[src/rtl/pc_sequencer.sv]
// pc_sequencer: multicycle RISC-V PC owner and fetch/exec sequencer; MISALIGN_TRAP_EN enables the misaligned-target trap
module pc_sequencer #(
   parameter logic [31:0] RESET_VEC = 32'h0000_0000,
   parameter logic [31:0] TRAP_VEC  = 32'h0000_0100
) (
   input  logic        clk,
   input  logic        reset,
   input  logic        fetch_ack,
   input  logic        instr_done,
   input  logic        stall,
   input  logic [1:0]  flag_branch,
   input  logic [31:0] pc_target,
   input  logic        branch_taken,
   output logic [31:0] pc,
   output logic [31:0] pc_plus4,
   output logic        fetch_req,
   output logic        redirect,
   output logic        flush,
   output logic        trap,
   output logic [31:0] trap_pc,
   output logic [31:0] retired
);
`ifdef MISALIGN_TRAP_EN
   typedef enum logic [1:0] {IDLE, FETCH, EXEC, TRAP} state_t;
`else
   typedef enum logic [1:0] {IDLE, FETCH, EXEC} state_t;
`endif
   state_t state_q, state_d;
   logic [31:0] pc_q, pc_d, retired_q, retired_d, tgt, next_pc;
   logic fetch_req_q, fetch_req_d, redirect_q, redirect_d, flush_q, flush_d, sel_tgt, advance;
`ifdef MISALIGN_TRAP_EN
   logic trap_q, trap_d;
   logic [31:0] trap_pc_q, trap_pc_d;
`endif
   assign pc_plus4 = pc_q + 32'd4;
   always_comb begin
      sel_tgt = (flag_branch == 2'b01) || (flag_branch == 2'b10) || (flag_branch == 2'b11 && branch_taken);
      tgt = flag_branch == 2'b10 ? {pc_target[31:1], 1'b0} : pc_target;
      next_pc = sel_tgt ? tgt : pc_plus4;
      advance = state_q == EXEC && instr_done && !stall;
      state_d = state_q;
      pc_d = pc_q;
      fetch_req_d = fetch_req_q;
      retired_d = retired_q;
      redirect_d = 1'b0;
      flush_d = 1'b0;
      case (state_q)
         IDLE: begin
            state_d = FETCH;
            fetch_req_d = 1'b1;
         end
         FETCH: if (fetch_ack) begin
            state_d = EXEC;
            fetch_req_d = 1'b0;
         end
         EXEC: if (advance) begin
            state_d = FETCH;
            fetch_req_d = 1'b1;
            pc_d = next_pc;
            retired_d = retired_q + 32'd1;
            redirect_d = next_pc != pc_plus4;
            flush_d = next_pc != pc_plus4;
         end
         default: begin
            state_d = FETCH;
            fetch_req_d = 1'b1;
         end
      endcase
`ifdef MISALIGN_TRAP_EN
      trap_d = 1'b0;
      trap_pc_d = trap_pc_q;
      // a misaligned jump never retires; PC is vectored on TRAP entry so it is visible with the trap pulse
      if (advance && sel_tgt && tgt[1:0] != 2'b00) begin
         state_d = TRAP;
         fetch_req_d = 1'b0;
         pc_d = TRAP_VEC;
         retired_d = retired_q;
         redirect_d = 1'b0;
         flush_d = 1'b1;
         trap_d = 1'b1;
         trap_pc_d = pc_q;
      end
`endif
   end
   always_ff @(posedge clk) begin
      if (reset) begin
         state_q <= IDLE;
         pc_q <= RESET_VEC;
         fetch_req_q <= 1'b0;
         redirect_q <= 1'b0;
         flush_q <= 1'b0;
         retired_q <= 32'd0;
      end else begin
         state_q <= state_d;
         pc_q <= pc_d;
         fetch_req_q <= fetch_req_d;
         redirect_q <= redirect_d;
         flush_q <= flush_d;
         retired_q <= retired_d;
      end
   end
`ifdef MISALIGN_TRAP_EN
   always_ff @(posedge clk) begin
      if (reset) begin
         trap_q <= 1'b0;
         trap_pc_q <= 32'd0;
      end else begin
         trap_q <= trap_d;
         trap_pc_q <= trap_pc_d;
      end
   end
   assign trap = trap_q;
   assign trap_pc = trap_pc_q;
`else
   assign trap = 1'b0;
   assign trap_pc = 32'd0;
`endif
   assign pc = pc_q;
   assign fetch_req = fetch_req_q;
   assign redirect = redirect_q;
   assign flush = flush_q;
   assign retired = retired_q;
endmodule
[config.mk]
export PLATFORM = sky130hd
export DESIGN_NAME = pc_sequencer
export DESIGN_NICKNAME = d
export VERILOG_FILES = /design/src/rtl/pc_sequencer.sv
export SDC_FILE = /design/constraint.sdc
export NUM_CORES = 1
export LEC_CHECK = 0
export BUFFER_PORTS_ARGS = -buffer_cell sky130_fd_sc_hd__clkbuf_2
export CORE_AREA = 4 4 111 113
export DETAILED_ROUTE_END_ITERATION = 10
export DIE_AREA = 0 0 115 117
export GPL_ROUTABILITY_DRIVEN = 1
export MAX_ROUTING_LAYER = met4
export PLACE_DENSITY = 0.8
export REMOVE_ABC_BUFFERS = 1
export SLEW_MARGIN = 10
export SYNTH_ARGS = -nofsm -noshare
export SYNTH_HDL_FRONTEND = slang
export SYNTH_SLANG_ARGS = --single-unit
[constraint.sdc]
create_clock -name clk -period 7.4 [get_ports clk]
set_input_delay 1.85 -clock clk [delete_from_list [all_inputs] [get_ports clk]]
set_output_delay 1.85 -clock clk [all_outputs]
set_load 0.05 [all_outputs]
==> flow_metrics.py <==
metrics = {
    "floorplan": {
        "design.portCount": 172,
        "floorplan.die.width_um": 115,
        "std_cell_rows": 39,
        "floorplan.initialDensity_pct": 44.9,
        "dieArea_um2": 13500,
        "dieHeight_um": 117,
        "core-area_um2": 11300,
    },
    "finish": {
        "drive_gt1_share_pct": 23.8,
        "area_growth_syn_to_layout_pct": 16.5,
        "postLayoutCoreUtil_pct": 52.3,
        "antenna_cells_inserted": 0,
        "final_area_um2": 5920,
        "stdcell_count": 920,
        "design.final.nets": 817,
    },
    "pwr": {
        "power.density_nw_per_um2": 162,
        "static-leakage-power_nw": 2.52,
        "worst_ir_drop_vdd_v": 0.0000858,
    },
    "synthesis": {
        "synth_top_area_share_pct": 26.4,
        "synth_enable_flop_cells": 0,
        "synth_async_sr_flop_share_pct": 0,
        "yosys.cell_count.top_type": "sky130_fd_sc_hd__nor2_1",
        "synth.yosys.seq_area_share_pct": 26.4,
        "yosys_warnings": 0,
        "synth_area_per_cell_um2": 7.57,
        "yosys-top-cells-area": "sky130_fd_sc_hd__dfxtp_1, sky130_fd_sc_hd__xnor2_1, sky130_fd_sc_hd__nor2_1, sky130_fd_sc_hd__xor2_1, sky130_fd_sc_hd__buf_4",
        "postSynth.topFlopCell": "sky130_fd_sc_hd__dfxtp_1",
        "post_synth_top_cells": "sky130_fd_sc_hd__nor2_1, sky130_fd_sc_hd__dfxtp_1, sky130_fd_sc_hd__nand2_1, sky130_fd_sc_hd__a21oi_1",
        "postSynthRegisterBits": 67,
        "postSynthCellCount": 672,
        "yosysTopAreaCell": "sky130_fd_sc_hd__dfxtp_1",
        "netlist_area_um2": 5090,
        "netlist_cell_types": 66,
    },
    "hold_path": {
        "min_path_cells": 2,
        "worstHoldEndpoint": "retired[7]",
        "min-delay-start": "retired[7]",
        "hold_class": "register to register",
    },
    "clocking": {
        "cts.hold.buffers_added": 0,
        "cts.clk_slew.worst_paths_ns": 0.06,
        "cts_tree": "built",
        "quantity_of_gates_resized_following_cts": 0,
        "ctsHtreeMaxLevel": 3,
        "cts_made_buffers": 9,
        "worstSkewPairLatency_ns": 0.34,
        "clock_sinks": 67,
        "clockBufferDepth": 2,
        "cts_root_buffer": "sky130_fd_sc_hd__clkbuf_16",
        "cts_setup_buffers": 0,
    },
    "critical_path": {
        "cp.required_ns": 5.55,
        "path_cells": "ha_1 > and3_1 > nand2_2 > nor2_1 > nand3_1 > xnor2_1 > clkbuf_2",
        "timing.critical_path.to_type": "output port",
        "critical-path-slowest-cell": "sky130_fd_sc_hd__dfxtp_1",
        "worst_setup_path_start_kind": "register",
        "rrSetupSlack_ns": 4.32,
        "worst-path-max-fanout": 10,
        "critical_path_buf_inv_count": 1,
        "worst-setup-path-type": "register to output port",
        "worst_r2r_endpoint": "flush",
        "gate_family_responsible_for_the_most_delay_along_the_worst_path": "simple AND/OR/NAND/NOR gates",
        "cells_on_worst_reg2reg_path": 9,
        "startpoint_of_the_most_critical_register_to_register_path": "pc[2]",
        "origin_of_the_worst_setup_path": "pc[2]",
        "worstPathArrival_ns": 2.75,
        "slowest_delay_ns": 0.48,
    },
    "global_routing": {
        "grt_antenna_before_repair": 0,
        "grt_remaining_overflow": 0,
        "global_route_wire_length_before_repair_um": 22600,
        "grt_max_degree": 74,
        "number_of_global_route_vias_before_repair": 4498,
        "grt_util_all_layers_pct": 21.5,
    },
    "sta": {
        "final_report_hold_violation_count": 0,
        "sum_neg_setup_slack_ns": 0,
        "worst_slew_pin_tran_ns": 0.851,
        "setup_slack_ns": 2.80,
        "setup_violations": 0,
        "report.final.slew_viol_count": 0,
        "max_freq_ghz": 0.217,
        "layout_worst_path_cycle_share_pct": 62.2,
        "relSlewSlack_pct": 43.3,
        "grt_setup_unrepaired": "no",
        "fin_skew_ns": 0.00643,
        "post-route-min-period_ns": 4.60,
    },
    "route": {
        "post_drt_wl_per_cell_um": 15.5,
        "via_count": 5031,
        "viasPerCell": 5.47,
        "detailedRoute.firstPassIterationCount": 5,
        "postRouteWirelength_um": 14200,
        "ant_nets": 0,
        "first_iter_violations": 342,
        "drc": 0,
    },
    "place": {
        "place_area_um2": 5610,
        "dpl.hpwl_um": 10300,
        "place.gp.congestion": 0.907,
        "pre_cts_slack_ns": 2.91,
        "placedCellCount": 905,
        "io_buffers": 138,
    },
    "job": {
        "maxCapViolCount": 0,
    },
    "outcome": {
        "run_status": "complete, no violations",
    },
}
## placed cells by master, fill, tap and decap left out, types with 4 or more instances in the layout
cell type                   instances
sky130_fd_sc_hd__conb_1            33
sky130_fd_sc_hd__xor2_1            38
sky130_fd_sc_hd__nand4_4            4
sky130_fd_sc_hd__nor3_1            19
sky130_fd_sc_hd__clkbuf_2         138
sky130_fd_sc_hd__nor2_1            93
sky130_fd_sc_hd__ha_1               4
sky130_fd_sc_hd__or3_1             11
sky130_fd_sc_hd__nor3b_1            4
sky130_fd_sc_hd__and4_1             7
sky130_fd_sc_hd__nor2b_1            5
sky130_fd_sc_hd__nor4_1             5
sky130_fd_sc_hd__o21ai_0           37
sky130_fd_sc_hd__a21oi_1           47
sky130_fd_sc_hd__clkbuf_16          9
sky130_fd_sc_hd__xnor2_1           40
sky130_fd_sc_hd__a22oi_1           12
sky130_fd_sc_hd__o31ai_1            4
sky130_fd_sc_hd__and3_1             8
sky130_fd_sc_hd__nor3_2             4
sky130_fd_sc_hd__dfxtp_1           67
sky130_fd_sc_hd__inv_1             14
sky130_fd_sc_hd__nand2_1           56
sky130_fd_sc_hd__a221oi_1           4
sky130_fd_sc_hd__and2_1             4
sky130_fd_sc_hd__nand3_1           31
sky130_fd_sc_hd__nand4_1           15
## power by group
part / switching (mW) / internal, mW
Sequential: 0.00436 / 0.363
Combinational: 0.0992 / 0.0321
Clock: 0.168 / 0.294
## registers in the layout (all words and copies together), names as in the netlist
| name | count |
|---|---|
| flush | 1 |
| pc | 32 |
| retired | 32 |
| state_q | 2 |
## metal layers
metal	vias to the layer above	GRT usage, %	routed length (um)
li1	2470	-	-
met1	2337	27.4	6020
met2	195	34.9	6960
met3	29	2.52	916
met4	0	8.76	320
met5	-	-	0
## worst max path at each step
stage,end,depth (start not counted)
4_1_cts,pc_plus4[26],7
6_report,pc_plus4[26],7
3_5_place_dp,retired[31],9
5_1_grt,pc_plus4[26],7
2_1_floorplan,pc_plus4[26],6
3_3_place_gp,retired[29],9
## through the flow
stage	power (mW)	hold slack, ns
global route	0.991	0.554
CTS	0.962	0.506
global placement	0.503	0.489
finish	0.960	0.505
detailed placement	0.505	0.497
floorplan	0.467	0.503
## cells by family (layout without fill, tap and decap cells)
family | after synthesis | in the layout | synth area share [%]
other | 1 | 33 | 0.0737
AND/OR/NAND/NOR | 294 | 294 | 31.8
multiplexers | 4 | 4 | 0.812
flip-flops | 67 | 67 | 26.4
buffers and inverters | 97 | 170 | 10.7
adder cells (fa/ha/maj) | 4 | 4 | 0.984
AO/OA/AOI/OAI | 125 | 125 | 15.0
XOR/XNOR | 80 | 80 | 14.2
## cell type report
cell class,instances,area [um^2]
fill,1152,5400
multi-input combinational,540,3320
sequential,67,1340
timing repair buffer,141,713
clock buffer,9,225
tap,143,179
clock inverter,6,90.1
inverter,14,52.6
## worst register-to-register path, stage by stage, from the launching register on
cell and delay [ns]:
sky130_fd_sc_hd__dfxtp_1 0.48, sky130_fd_sc_hd__ha_1 0.32, sky130_fd_sc_hd__nand3_2 0.27, sky130_fd_sc_hd__nor3_2 0.37
sky130_fd_sc_hd__mux2_2 0.39, sky130_fd_sc_hd__a221oi_1 0.32, sky130_fd_sc_hd__nor4b_1 0.28, sky130_fd_sc_hd__and4_1 0.22
sky130_fd_sc_hd__and4_1 0.21, sky130_fd_sc_hd__a211oi_2 0.07
No activity file was read; power rests on OpenSTA's default activity.
